===== src/rtl/line_tool.sv =====
// Bresenham straight-line tool: a button press anchors the start point, the release
// fixes the end point, then one pixel of the line is streamed per clock.
module line_tool #(
  parameter  int WIDTH       = 640,
  parameter  int HEIGHT      = 480,
  parameter  int COLOR_WIDTH = 4,
  localparam int XW          = $clog2(WIDTH),
  localparam int YW          = $clog2(HEIGHT),
  localparam int AW          = ((XW > YW) ? XW : YW) + 2
) (
  input  logic                   clk,
  input  logic                   reset,
  input  logic                   enable,
  input  logic [XW-1:0]          cursor_x,
  input  logic [YW-1:0]          cursor_y,
  input  logic [COLOR_WIDTH-1:0] input_color,
  output logic [XW-1:0]          pixel_x,
  output logic [YW-1:0]          pixel_y,
  output logic [COLOR_WIDTH-1:0] pixel_color,
  output logic                   pixel_valid,
  output logic                   busy
);

  typedef enum logic [1:0] {IDLE, ANCHORED, DRAW} state_t;

  state_t                  state, state_nxt;
  logic                    enable_prev;
  logic                    rise, fall;

  logic [XW-1:0]           x0, x1, x;
  logic [YW-1:0]           y0, y1, y;
  logic [COLOR_WIDTH-1:0]  col;
  logic                    x_neg, y_neg;
  logic signed [AW-1:0]    dx, dy, err;

  logic signed [AW-1:0]    diff_x, diff_y, dx_init, dy_init;
  logic signed [AW-1:0]    e2, err_nxt;
  logic                    step_x, step_y, at_end;

  assign rise = enable & ~enable_prev;
  assign fall = ~enable & enable_prev;

  // Line setup from the anchored start point and the cursor at release
  always_comb begin
    diff_x  = signed'(AW'(cursor_x)) - signed'(AW'(x0));
    diff_y  = signed'(AW'(cursor_y)) - signed'(AW'(y0));
    dx_init = (diff_x < 0) ? -diff_x : diff_x;
    dy_init = (diff_y < 0) ? diff_y : -diff_y;
  end

  // Step decisions both use the pre-update error term
  always_comb begin
    e2      = err <<< 1;
    at_end  = (x == x1) && (y == y1);
    step_x  = (e2 >= dy);
    step_y  = (e2 <= dx);
    err_nxt = err + (step_x ? dy : '0) + (step_y ? dx : '0);
  end

  always_ff @(posedge clk or posedge reset) begin
    if (reset) begin
      state       <= IDLE;
      enable_prev <= 1'b0;
    end else begin
      state       <= state_nxt;
      enable_prev <= enable;
    end
  end

  always_comb begin
    state_nxt = state;
    case (state)
      IDLE:     if (rise)   state_nxt = ANCHORED;
      ANCHORED: if (fall)   state_nxt = DRAW;
      DRAW:     if (at_end) state_nxt = IDLE;
      default:              state_nxt = IDLE;
    endcase
  end

  always_comb begin
    busy = (state == DRAW) | pixel_valid;
  end

  always_ff @(posedge clk) begin
    if (state == IDLE && rise) begin
      x0 <= cursor_x;
      y0 <= cursor_y;
    end
    if (state == ANCHORED && fall) begin
      x1    <= cursor_x;
      y1    <= cursor_y;
      col   <= input_color;
      x     <= x0;
      y     <= y0;
      dx    <= dx_init;
      dy    <= dy_init;
      err   <= dx_init + dy_init;
      x_neg <= !(x0 < cursor_x);
      y_neg <= !(y0 < cursor_y);
    end else if (state == DRAW && !at_end) begin
      err <= err_nxt;
      if (step_x) x <= x_neg ? x - XW'(1) : x + XW'(1);
      if (step_y) y <= y_neg ? y - YW'(1) : y + YW'(1);
    end
  end

  // Output register: outputs hold their last value between lines
  always_ff @(posedge clk or posedge reset) begin
    if (reset) begin
      pixel_valid <= 1'b0;
      pixel_x     <= '0;
      pixel_y     <= '0;
      pixel_color <= '0;
    end else begin
      pixel_valid <= (state == DRAW);
      if (state == DRAW) begin
        pixel_x     <= x;
        pixel_y     <= y;
        pixel_color <= col;
      end
    end
  end

endmodule


===== config.mk =====
export PLATFORM = sky130hd
export DESIGN_NAME = line_tool
export DESIGN_NICKNAME = d
export VERILOG_FILES = /design/src/rtl/line_tool.sv
export SDC_FILE = /design/constraint.sdc
export NUM_CORES = 1
export LEC_CHECK = 0
export CORE_MARGIN = 5
export CORE_UTILIZATION = 47
export CTS_CLUSTER_SIZE = 12
export DETAILED_ROUTE_END_ITERATION = 16
export GPL_ROUTABILITY_DRIVEN = 0
export PLACE_DENSITY_LB_ADDON = 0.1
export SLEW_MARGIN = 10
export SYNTH_ARGS = -nofsm -noshare
export SYNTH_HDL_FRONTEND = slang
export SYNTH_SLANG_ARGS = --single-unit
export TNS_END_PERCENT = 30

===== constraint.sdc =====
create_clock -name clk -period 12 [get_ports clk]
set_input_delay 1.2 -clock clk [delete_from_list [all_inputs] [get_ports clk]]
set_output_delay 1.2 -clock clk [all_outputs]
set_load 0.05 [all_outputs]

==> results of run 1 <==
==> registers in the layout, indices dropped and copies added (netlist names), 10 cells and up <==
name,count
x1,10
dx,12
dy,12
pixel_x,10
err,11
x0,10
x,10
==> synth_stat cells (5+ instances only) <==
library cell,n
edfxtp_1,98
inv_1,85
ha_1,77
nor2_1,69
a21oi_1,60
nand2_1,48
xor2_1,39
o21ai_0,29
xnor2_1,28
dfrtp_1,27
mux2_2,24
fa_1,16
a21o_1,15
nor3_1,14
clkbuf_1,10
nand3_1,10
nor2b_1,10
o31ai_1,7
a21boi_0,6
nor4_1,6
and2_1,5
and3_1,5
nand2b_1,5
nand4_1,5
or3_1,5
==> layout make-up <==
| class | instances | area, µm² | share of cell area |
|---|---|---|---|
| Sequential cell | 125 | 3618 | 0.3752 |
| Tap cell | 225 | 281.5 | 0.02919 |
| Timing Repair Buffer | 56 | 545.5 | 0.05657 |
| Clock inverter | 9 | 92.59 | 0.009602 |
| Multi-Input combinational cell | 550 | 4249 | 0.4406 |
| Inverter | 89 | 334.1 | 0.03464 |
| Clock buffer | 23 | 521.8 | 0.05411 |
==> cells by family after synthesis <==
kind of cell / synth area share
AO/OA/AOI/OAI: 0.1273
XOR/XNOR: 0.07399
adder cells (fa/ha/maj): 0.1559
buffers and inverters: 0.04573
flip-flops: 0.4394
multiplexers: 0.03403
other: 0.0004554
AND/OR/NAND/NOR: 0.1232
==> layer usage <==
| layer | part of all wire | up-vias | GRT usage |
|---|---|---|---|
| met1 | 0.48 | 2927 | 0.2735 |
| met5 | 0 | - | 0 |
| met2 | 0.47 | 126 | 0.3066 |
| met3 | 0.033 | 27 | 0.03663 |
| met4 | 0.017 | 0 | 0.05803 |
| li1 | - | 2899 | - |
==> how the worst max path moves through the flow <==
stage / start / end / slack [ps] / cells past startpoint
floorplan: cursor_x[0] / err[10] / 7200 / 21
global placement: cursor_x[0] / err[10] / 6430 / 22
detailed placement: cursor_y[1] / err[10] / 6270 / 19
CTS: cursor_y[1] / err[10] / 6690 / 19
global route: cursor_x[0] / err[10] / 6160 / 22
finish: cursor_y[3] / err[10] / 6670 / 19
==> power groups by stage <==
stage / clock [mW] / combinational, mW / sequential [mW]
CTS: 0.543 / 1.50 / 0.745
finish: 0.532 / 1.50 / 0.742
detailed placement: 0 / 1.49 / 0.753
global placement: 0 / 1.45 / 0.749
global route: 0.560 / 1.65 / 0.758
floorplan: 0 / 0.967 / 0.870
==> cells in the final DEF (no fill, tap or decap), drive strengths merged, types with 4 or more instances in the layout <==
| cell type | instances |
|---|---|
| clkbuf | 23 |
| xnor2 | 28 |
| o21ai | 32 |
| nand2 | 48 |
| nor3 | 14 |
| or3 | 6 |
| nand3 | 10 |
| a21oi | 61 |
| ha | 77 |
| nand4 | 5 |
| clkinv | 4 |
| a2111oi | 4 |
| a21boi | 6 |
| nand2b | 5 |
| buf | 6 |
| dfrtp | 27 |
| and3 | 5 |
| o31ai | 7 |
| nor2b | 10 |
| nor4 | 9 |
| edfxtp | 98 |
| inv | 93 |
| xor2 | 39 |
| a21o | 15 |
| nor2 | 69 |
| fa | 16 |
| and2 | 5 |
| clkdlybuf4s50 | 50 |
| mux2 | 24 |
==> worst max-delay path, stage by stage <==
cell and delay [ps]:
clkdlybuf4s50_1 470, ha_1 390, a21o_1 190, nand2_1 90, a31o_1 170, nand3b_1 80, a21o_1 180, a21oi_1 480
mux2_2 310, inv_1 60, fa_1 430, nor2b_1 140, o21ai_1 80, a21oi_1 200, a211oi_1 100, o41ai_1 460
a21oi_1 120, or2_1 250, a221oi_2 200
==> summary.md, run 1 <==
| Metric | Value |
|---|---|
| DR iter-0 viols | 486 |
| Synthesized area per cell | 10.63 µm² |
| Pin count of the biggest net entering global routing | 63 |
| Overall Power | 2.774 mW |
| Final Util | 0.5595 |
| Slew headroom | 0.3251 |
| Cells after synthesis | 775 |
| Seq/Total Area, Yosys | 0.4394 |
| Crit. End Element | flip-flop |
| CP max FO | 8 |
| Via density | 5.552 |
| Clk slew on worst S/H paths | ~60 ps |
| P_sw | 1.166 mW |
| GRT Residual Overflow | 0 |
| Ports | 51 |
| Final Hold Fails | 0 |
| Ant diodes | 0 |
| Root Driver | clkbuf_16 |
| Worst Max-Slew Pin Slew | 1011 ps |
| Setup Buffers After CTS | 0 |
| Worst EP required | 12250 ps |
| Netlist cell types | just under 70 |
| P_int | 1.609 mW |
| CP Class | in2reg |
| Internal reg-to-reg setup slack | 7010 ps |
| CTS H-tree lvls | 4 |
| Post-CTS Hold Fix Bufs | 0 |
| Max VDD drop | about 0.16 mV |
| Nets | roughly 960 |
| Hold Path Class | reg2reg |
| Logic pwr share | 0.541 |
| Power per cell area | 287.7 nW/µm² |
| RSZ-0062 raised after global routing | no |
| Most used flip-flop cell after synthesis | edfxtp_1 |
| First-pass GRT wire length | 30730 µm |
| Max_cap viols | 0 |
| Die area | roughly 20000 µm² |
| CP startpoint kind | input port |
| Reg2reg start | err[2] |
| RR Endpoint | err[9] |
| Post-DRT Antenna Nets | 0 |
| Hold Crit Depth | 1 |
| LEAKAGE | 4.036 nW |
| Row cnt | 48 |
| Fmax | 187.7 MHz |
| Netlist Area Pre-Place | approximately 8200 µm² |
| Setup violators final | 0 |
| Reg power frac | 0.267 |
| CTS tree | done |
| Placed instance area | 9029 µm² |
| Synth area leader | edfxtp_1 |
| IO buf count | 50 |
| Clock network power share | 0.192 |
| Core area | 17240 µm² |
| Slew Viols, Final | 0 |
| GRT Total Usage | 0.1940 |
| CTS max path bufs | 2 |
| Clk_skew | 11.79 ps |
| Synthesized net count | 894 |
| # resized after CTS | 0 |
| Sum Neg Setup Slack | 0 ps |
| R2R depth | 19 |
| Pre-CTS WS | 6269 ps |
| DRC violations left | 0 |
| Fin crit share | 0.4439 |
| Post-synth EDFFs | 98 |
| Final Cell Area | 9643 µm² |
| Synth top area share | 0.3573 |
| Status | finished clean |
| Clock Sinks | 125 |
| Die height | 142.4 µm |
| Area grow syn2layout | 17.09% |
| Vias in the first global route | 5878 |
| Dpl hpwl | 14630 µm |
| Filler cells | about 1500 |
| Worst hold slack | approximately 480 ps |
| HP Start | col[2] |
| Main area contributors after synthesis | edfxtp_1 36%, ha_1 12%, dfrtp_1 8.2% |
| Worst skew pair latency | 420 ps |
| Min Clock Period, post-route | approximately 5300 ps |
| YS warnings | 0 |
| Setup ws final | 6673 ps |
| Crit path arrival time | 5580 ps |
| Hold Crit Endpoint | pixel_color[2] |
| Drt wl/cell | approximately 18 µm |
| Sw frac | 0.4202 |
| Synth async-reset ratio | 0.2160 |
| Detailed-route wire length | 19240 µm |
| Seq cells post-synth | roughly 130 |
| DR vias | 5979 |
| First-pass detailed-route iteration total | 5 |
| Layout Cells excl Fill | 1077 |
| CTS Buf Count | 17 |
| Initial Util | 0.4778 |
| Fraction of layout instances using a drive strength above 1 | 0.09272 |
| Die X | ~140 µm |
| Placed Cells | between 1000 and 1500 |
| Antenna violations before repair | 0 |
(Power assumes the default switching activity.)
==> run 2, diff against run 1 <==
Clock period 12 ns to 4.4 ns, I/O delays scaled along.
==> run 2 against run 1 <==
Against the previous run:
- design area rose by 10%
- sequential share of layout area is 3.4 points lower
- global-route usage increased by 1.3 points
- register-to-register slack worse by 6900 ps
- core utilization rose by 5.6 points
- worst setup slack got worse by 6500 ps
- combinational power rose to 3.2 times the previous value
- critical path depth unchanged
==> summary.md, run 2 (synthesis gave the netlist of run 1 again) <==
| Metric | Value |
|---|---|
| Via density | 5.377 |
| Ant diodes | 0 |
| Status | finished clean |
| Fin crit share | 0.9683 |
| Commonest non-fill, non-tap cell in the layout | buf_4 |
| GRT Total Usage | 0.2073 |
| First-pass detailed-route iteration total | 5 |
| Max VDD drop | roughly 0.45 mV |
| Crit. End Element | flip-flop |
| Ports | 51 |
| Max layer used | met4 |
| Internal reg-to-reg setup slack | between 100 and 150 ps |
| Pin count of the biggest net entering global routing | 40 |
| IO buf count | 50 |
| Max_cap viols | 0 |
| RR Endpoint | err[10] |
| Clk slew on worst S/H paths | 60 ps |
| R2R depth | 19 |
| Drt wl/cell | 17.15 µm |
| Min Clock Period, post-route | between 4000 and 5000 ps |
| Largest regs | dx: 12 flops, dy: 12 flops, err: 11 flops |
| Commonest cells after routing, fill and taps aside | 124 x buf_4, 98 x edfxtp_1, 85 x inv_1, 75 x ha_1, 66 x nor2_1 |
| M1 WL | a little over 9000 µm |
| Clk_skew | roughly 10 ps |
| Antenna violations before repair | 0 |
| Reg2reg start | err[5] |
| Fraction of layout instances using a drive strength above 1 | 0.2237 |
| Worst EP required | 4560 ps |
| Dpl hpwl | approximately 16000 µm |
| CP startpoint kind | flip-flop |
| CTS Buf Count | 17 |
| Hold Path Class | reg2reg |
| Vias in the first global route | 6630 |
| Met2 WL | 9988 µm |
| Row cnt | 48 |
| Clock Sinks | about 130 |
| DRC violations left | 0 |
| CTS max path bufs | 2 |
| CTS tree | done |
| RSZ-0062 raised after global routing | yes |
| Worst Max-Slew Pin Slew | 1018 ps |
| Die area | ~20000 µm² |
| Metal3 WL | between 900 and 1000 µm |
| Detailed-route wire length | 20490 µm |
| LEAKAGE | between 4 and 5 nW |
| Die X | 142.4 µm |
| Core area | 17240 µm² |
| CP max FO | 4 |
| Setup violators final | 0 |
| Fmax | around 230 MHz |
| Worst Setup EP | err[10] |
| Final Util | 0.6154 |
| Root Driver | clkbuf_16 |
| Crit path arrival time | roughly 4400 ps |
| Area grow syn2layout | 28.81% |
| Slew headroom | 0.3204 |
| DR iter-0 viols | about 390 |
| Worst skew pair latency | 420 ps |
| Power per cell area | 770.6 nW/µm² |
| Initial Util | 0.4778 |
| First-pass GRT wire length | 33070 µm |
| Die height | 142.4 µm |
| CTS H-tree lvls | 4 |
| Worst hold slack | 479.0 ps |
| Slew Viols, Final | 0 |
| Nets | 1076 |
| GRT Residual Overflow | 0 |
| Critical Path Source | err[5] |
| Final Hold Fails | 0 |
| CP Class | reg2reg |
| DR vias | 6425 |
| Post-DRT Antenna Nets | 0 |
[run 2: changes by cell type in the layout (fill, tap and decap cells not counted), sizes merged]
cell	previous run	this run
inv	93	89
clkinv	4	6
buf	6	124
bufinv	1	0
clkbuf	23	26
[run 2: critical path: stages, from the launching register on]
cell,delay (ps)
edfxtp_1,420
buf_4,170
ha_1,270
nand2_1,120
o21a_1,140
o2111ai_1,100
a21o_1,190
nand2_1,110
clkinv_2,100
nor2_2,110
fa_1,450
ha_1,310
a21o_1,190
a21oi_2,150
nand2b_1,130
a21boi_1,110
o41a_1,380
a31oi_2,220
xor2_1,240
a221oi_2,100
[run 2: worst min-delay path by stage]
stage | to | cells past startpoint | start | slack [ps]
after floorplan | state[0] | 1 | state[1] | 430
after global placement | pixel_color[1] | 1 | col[1] | 460
after detailed placement | pixel_color[3] | 1 | col[3] | 470
after CTS | pixel_color[3] | 1 | col[3] | 480
after global routing | pixel_color[0] | 1 | col[0] | 500
final | pixel_color[3] | 1 | col[3] | 480
[run 2: metrics by stage]
step	setup WS, ps	cell area (µm²)	cells	power [mW]	setup TNS (ps)
6_report	139.5	10610	1195	8.174	0
5_1_grt	-53.59	10610	1195	8.785	-53.59
4_1_cts	52.56	10520	1195	8.102	0
3_5_place_dp	-302.5	9899	1161	6.646	-736.1
3_3_place_gp	-109.2	9899	1161	6.509	-163.2
2_1_floorplan	361.8	8235	775	5.012	0
[run 2: what timing repair did]
action                     in CTS  in global routing
gates cloned                    0                  0
setup endpoints to repair       2                  4
setup buffers                   2                  0
gates resized for setup        12                 20
pin swaps                       3                  7
hold buffers                    0                  0
[run 2: final cells by class]
type | count | area, µm²
timing repair buffer | 174 | 1431
clock inverter | 6 | 46.29
tap | 225 | 281.5
multi-input combinational | 550 | 4360
fill | 1389 | 6629
inverter | 89 | 336.6
clock buffer | 26 | 533.0
sequential | 125 | 3618
[run 2: layer usage]
metal | global-route usage | vias to the layer above
li1 | - | 3139
met1 | 0.2751 | 3107
met2 | 0.3431 | 152
met3 | 0.05208 | 27
met4 | 0.05103 | 0
met5 | 0 | -
[run 2: power breakdown]
group          switching (mW)  total (mW)  internal (mW)
logic                    2.61        4.82           2.21
clock network           0.519        1.36          0.840
registers               0.212        1.99           1.78
total                    3.34        8.17           4.83
==> run 3, diff against run 2 <==
Clock period 4.4 ns to 3.9 ns, I/O delays scaled along.
==> run 3 against run 2 <==
Against the previous run:
- die area did not move
- core utilization is 4.6 points higher
- count of clock-buffer cells in the layout fell by 6
- global-route usage up 0.59 points
- maximum frequency is 3.8% higher
- wire length is 4.4% higher
- critical path type unchanged
- power grew 24%
- first-iteration DRC count up 21%
- clock power grew 13%
- the run now ends with negative setup slack left
- register-to-register slack got worse by 340 ps
- clock skew increased by 1.7 ps
==> summary.md, run 3 (synthesis gave the netlist of run 1 again) <==
| Metric | Value |
|---|---|
| Status | complete, but fails checks |
| Failing checks | negative setup slack |
| CTS Buf Count | 17 |
| Pin count of the biggest net entering global routing | 39 |
| Commonest non-fill, non-tap cell in the layout | buf_4 |
| CP Class | reg2reg |
| Metal3 WL | 891 µm |
| Slew headroom | 0.3336 |
| P_sw | 4.118 mW |
| Die area | 20270 µm² |
| GRT Residual Overflow | 0 |
| Min Clock Period, post-route | 4103 ps |
| Critical Path, Cell by Cell | ha_1, a21oi_2, o21a_1, o2111ai_1, a21o_1, nand2_2, clkinv_4, nor2_2, fa_1, ha_2, inv_2, fa_2, nor2b_2, o21ai_2, a21boi_2, o21ai_2, a21oi_2, or3_4, a32oi_2, o211ai_1 |
| Worst skew pair latency | 420 ps |
| Post-CTS Hold Fix Bufs | 0 |
| Sum Neg Setup Slack | -572.4 ps |
| Placed Cells | 1223 |
| Clock Sinks | 125 |
| Clk slew on worst S/H paths | 60 ps |
| CP max FO | 4 |
| Worst EP required | 4070 ps |
| Fmax | 243.7 MHz |
| First-pass detailed-route iteration total | 5 |
| Overall Power | 10.10 mW |
| P_int | ~6 mW |
| Fraction of layout instances using a drive strength above 1 | 0.3165 |
| RSZ-0062 raised after global routing | yes |
| Max_cap viols | 0 |
| Vias in the first global route | 6987 |
| Detailed-route wire length | 21390 µm |
| Final Hold Fails | 0 |
| Area grow syn2layout | 38.53% |
| Hold Path Class | in2reg |
| Power per cell area | between 800 and 900 nW/µm² |
| Via density | 5.294 |
| Fin crit share | 1.052 |
| Final Util | 0.6619 |
| CP max stage cell | edfxtp_1 |
| Crit. End Element | flip-flop |
| Setup violators final | 5 |
| Slew Viols, Final | 0 |
| Root Driver | clkbuf_16 |
| Setup ws final | -203.0 ps |
| CTS max path bufs | 2 |
| Reg power frac | 0.223 |
| Commonest cells after routing, fill and taps aside | 203 x buf_4, 98 x edfxtp_1, 81 x inv_1, 71 x ha_1, 64 x nor2_1 |
| Post-DRT Antenna Nets | 0 |
| Core area | 17240 µm² |
| Die X | 142.4 µm |
| Clk_skew | ~12 ps |
| DRC violations left | 0 |
| Die height | 142.4 µm |
| Clock network power share | 0.153 |
| GRT Total Usage | 0.2132 |
| IO buf count | 50 |
| CTS H-tree lvls | 4 |
| Antenna violations before repair | 0 |
| Nets | approximately 1200 |
| CP startpoint kind | flip-flop |
| Worst hold slack | between 300 and 400 ps |
| Dpl hpwl | approximately 16000 µm |
| Crit path arrival time | 4270 ps |
| Ports | 51 |
| Max VDD drop | around 0.5 mV |
| Pre-CTS WS | -777.0 ps |
| Largest regs | dx: 12 flops, dy: 12 flops, err: 11 flops |
| Max incr delay on CP | 460 ps |
| Ant diodes | 0 |
| Sw frac | 0.4078 |
| Initial Util | 0.4778 |
| M1 WL | ~9600 µm |
| Max layer used | met4 |
| First-pass GRT wire length | 34290 µm |
| LEAKAGE | 5.040 nW |
| Layout Cells excl Fill | around 1300 |
| Placed instance area | 10400 µm² |
| DR vias | 6760 |
| Worst Max-Slew Pin Slew | between 900 and 1000 ps |
| Final Cell Area | 11410 µm² |
| Met2 WL | 10480 µm |
| Drt wl/cell | 16.75 µm |
| Row cnt | 48 |
| CTS tree | done |
| DR iter-0 viols | around 470 |
| Logic pwr share | 0.624 |
==> run 3: path summary, 6_finish.rpt <==
path | startpoint | endpoint | slack [ps] | cells past startpoint
worst max-delay path | err[4] | err[9] | -200 | 20
worst min-delay path | cursor_y[0] | y0[0] | 300 | 2
worst max register to register | err[4] | err[9] | -200 | 20
worst min register to register | col[0] | pixel_color[0] | 470 | 1
max in group asynchronous | reset | pixel_x[2] | 3050 | 2
min in group asynchronous | reset | pixel_color[2] | 390 | 2
==> run 3: area by class of cell <==
class	instances	area, µm²
fill	1322	5828
multi-input combinational	550	4527
sequential	125	3618
timing repair buffer	256	2067
clock buffer	20	479.2
inverter	89	341.6
tap	225	281.5
clock inverter	12	93.84
==> run 3: routing by layer <==
metal  track usage  vias to the layer above
li1              -                     3297
met1        0.2844                     3279
met2        0.3558                      148
met3       0.03663                       36
met4       0.06803                        0
met5             0                        -
==> run 3: critical path: cells and delay by family, from the launching register on <==
kind	cells	cell delay (ps)
AO/OA/AOI/OAI	10	1390
adder cells (fa/ha/maj)	4	1230
AND/OR/NAND/NOR	4	660
flip-flops	1	460
buffers and inverters	2	140
==> run 3: power groups by stage <==
stage | registers, mW | logic (mW) | clock network [mW]
2_1_floorplan | 2.68 | 3.01 | 0
6_report | 2.26 | 6.30 | 1.54
3_5_place_dp | 2.28 | 5.52 | 0
3_3_place_gp | 2.26 | 5.37 | 0
5_1_grt | 2.30 | 6.90 | 1.63
4_1_cts | 2.26 | 6.04 | 1.57
==> run 3: timing repair <==
item                       CTS  global route
setup buffers               17             5
pin swaps                   37            23
setup endpoints to repair    5             6
cloned                       0             0
gates resized for setup     44            20
==> variant, RTL diff (settings of run 2) <==
Add an input register stage for `enable`, `cursor_x`, `cursor_y` and `input_color`; this delays them by one clock.
--- a/src/rtl/line_tool.sv
+++ b/src/rtl/line_tool.sv
@@ -23,6 +23,18 @@
 
   typedef enum logic [1:0] {IDLE, ANCHORED, DRAW} state_t;
 
+  logic enable_q;
+  logic [XW-1:0] cursor_x_q;
+  logic [YW-1:0] cursor_y_q;
+  logic [COLOR_WIDTH-1:0] input_color_q;
+
+  always_ff @(posedge clk) begin
+    enable_q      <= enable;
+    cursor_x_q    <= cursor_x;
+    cursor_y_q    <= cursor_y;
+    input_color_q <= input_color;
+  end
+
   state_t                  state, state_nxt;
   logic                    enable_prev;
   logic                    rise, fall;
@@ -37,13 +49,13 @@
   logic signed [AW-1:0]    e2, err_nxt;
   logic                    step_x, step_y, at_end;
 
-  assign rise = enable & ~enable_prev;
-  assign fall = ~enable & enable_prev;
+  assign rise = enable_q & ~enable_prev;
+  assign fall = ~enable_q & enable_prev;
 
   // Line setup from the anchored start point and the cursor at release
   always_comb begin
-    diff_x  = signed'(AW'(cursor_x)) - signed'(AW'(x0));
-    diff_y  = signed'(AW'(cursor_y)) - signed'(AW'(y0));
+    diff_x  = signed'(AW'(cursor_x_q)) - signed'(AW'(x0));
+    diff_y  = signed'(AW'(cursor_y_q)) - signed'(AW'(y0));
     dx_init = (diff_x < 0) ? -diff_x : diff_x;
     dy_init = (diff_y < 0) ? diff_y : -diff_y;
   end
@@ -63,7 +75,7 @@
       enable_prev <= 1'b0;
     end else begin
       state       <= state_nxt;
-      enable_prev <= enable;
+      enable_prev <= enable_q;
     end
   end
 
@@ -83,20 +95,20 @@
 
   always_ff @(posedge clk) begin
     if (state == IDLE && rise) begin
-      x0 <= cursor_x;
-      y0 <= cursor_y;
+      x0 <= cursor_x_q;
+      y0 <= cursor_y_q;
     end
     if (state == ANCHORED && fall) begin
-      x1    <= cursor_x;
-      y1    <= cursor_y;
-      col   <= input_color;
+      x1    <= cursor_x_q;
+      y1    <= cursor_y_q;
+      col   <= input_color_q;
       x     <= x0;
       y     <= y0;
       dx    <= dx_init;
       dy    <= dy_init;
       err   <= dx_init + dy_init;
-      x_neg <= !(x0 < cursor_x);
-      y_neg <= !(y0 < cursor_y);
+      x_neg <= !(x0 < cursor_x_q);
+      y_neg <= !(y0 < cursor_y_q);
     end else if (state == DRAW && !at_end) begin
       err <= err_nxt;
       if (step_x) x <= x_neg ? x - XW'(1) : x + XW'(1);
Function: changed (Yosys sat finds a counterexample within 4 cycles, from zero or initial values and one cycle with reset high).
==> variant against run 2 <==
Setup slack got worse by 100 ps. Largest cell class unchanged. Power increased by 0.92%. Sequential share of layout area rose by 4.1 points. Wire length up 0.75%. Synthesized area is 5.4% higher. Sequential cell count grew 24. Sequential power increased by 11%. Critical path type unchanged. Design area increased by 1.1%. Highest routed layer unchanged. Critical endpoint unchanged. Global-route usage fell by 1.4 points. Combinational power fell by 5.0%. Clock skew rose by 1.9 ps.
==> variant: results (changes against run 2) <==
Max VDD drop 0.3429 mV (was 0.4496 mV); share of cells above drive strength 1 18.66% (was 22.37%); wire length on met1 9415 um (was 9319 um); Total GRT Usage 19.30% (was 20.73%); biggest regs dx: 12 flops, dy: 12 flops, err: 11 flops (unchanged); # Post-CTS Setup Buffers 5 (was 2); met2 wire len 10190 um (was 9988 um); average cell area after synthesis 11.06 sq um (was 10.63 sq um); Skew-Pair Late Insertion Delay 440 ps (was 420 ps); DR pass1 iterations 5 (unchanged); placed inst area 9688 sq um (was 9899 sq um); Clock Tree Buf Depth 2 (unchanged); LEAKAGE 4.479 nW (was 4.599 nW); status finished, final reports clean (unchanged); post-synthesis mux area share 3.214% (was 3.403%); fin cells 1140 (was 1195); PostCTS Resize Cnt 11 (was 12); library cells used by synthesis 68 (was 69); largest net degree at the start of global routing 40 (unchanged); slowest stage delay, CP 520 ps (was 450 ps); Synth top cells by count edfxtp_1, inv_1, ha_1 (unchanged); top layer in use met4 (unchanged); xor and xnor area share after synthesis 7.654% (was 7.399%); syn nets 904 (was 894); vias per cell 5.542 (was 5.377); synth warn 0 (unchanged); skew final 12.41 ps (was 10.50 ps); Port Buffers 50 (unchanged); root buffer cell clkbuf_16 (unchanged); DP Wirelength 15260 um (was 15960 um); routed wire length 20650 um (was 20490 um); sequential area share after synthesis 47.22% (was 43.94%); Compound-Gate Fraction of Synth Area 11.66% (was 12.73%); Final Net Count 1017 (was 1076); routed wire length on met3 829 um (was 905 um); worst-path fanout max 5 (was 4); initial DRC count 385 (was 391); vias in the first global route 6417 (was 6630); Synth async-reset ratio 18.12% (was 21.60%); worst slack, placed -145.7 ps (was -302.5 ps); Sw Ratio 41.36% (was 40.86%); first-pass GRT wire length 33020 um (was 33070 um); Synth Area in Adders 14.79% (was 15.59%); slowest CP cell edfxtp_1 (was fa_1); Synth area leaders edfxtp_1, ha_1, dfrtp_1 (unchanged); worst slew pin tran 1079 ps (was 1018 ps)
## variant: changes by cell type after synthesis, moves of 5 or more
cell,change
a21oi_1,-12
nor3_1,-5
inv_1,+6
nor2_1,-15
xnor2_1,+13
and2_1,+7
dfxtp_1,+24
xor2_1,-6
## variant: metrics by stage
stage          TNS [ps]  utilization [%]
2_1_floorplan         0                -
3_3_place_gp          0            53.57
3_5_place_dp     -256.5            53.57
4_1_cts               0            57.23
5_1_grt          -499.0            59.27
6_report              0            59.27
## variant: path summary, 6_finish.rpt
kind                       slack [ps]  cells past startpoint              from                          to
setup / recovery                   40                     17  err[9]$_DFFE_PP_           err[10]$_DFFE_PP_
hold / removal                    380                      0  enable_q$_DFF_P_       enable_prev$_DFF_PP0_
setup reg to reg                   40                     17  err[9]$_DFFE_PP_           err[10]$_DFFE_PP_
hold reg to reg                   380                      0  enable_q$_DFF_P_       enable_prev$_DFF_PP0_
max in group asynchronous        3170                      2             reset      pixel_x[0]$_DFFE_PP0P_
min in group asynchronous         570                      2             reset  pixel_color[2]$_DFFE_PP0P_
## variant: power by group through the flow
stage	Clock (mW)	Combinational [mW]	Sequential, mW
after CTS	1.50	4.17	2.21
after global placement	0	3.95	2.22
after floorplan	0	2.46	2.57
after global routing	1.57	5.01	2.24
after detailed placement	0	4.06	2.23
final	1.46	4.58	2.21
## variant: final cells by class
class,count,area [sq um]
well taps,229,286.5
multi-input cells,531,4433
clock buffers,17,425.4
flip-flops and latches,149,4100
inverters,91,341.6
repair buffers,108,952.2
fillers,1471,7366
clock inverters,15,181.4
## variant: routing by layer
| metal | track usage (%) | up-vias |
|---|---|---|
| li1 | - | 3019 |
| met1 | 26.22 | 3162 |
| met2 | 31.66 | 120 |
| met3 | 4.453 | 17 |
| met4 | 4.368 | 0 |
| met5 | 0 | - |
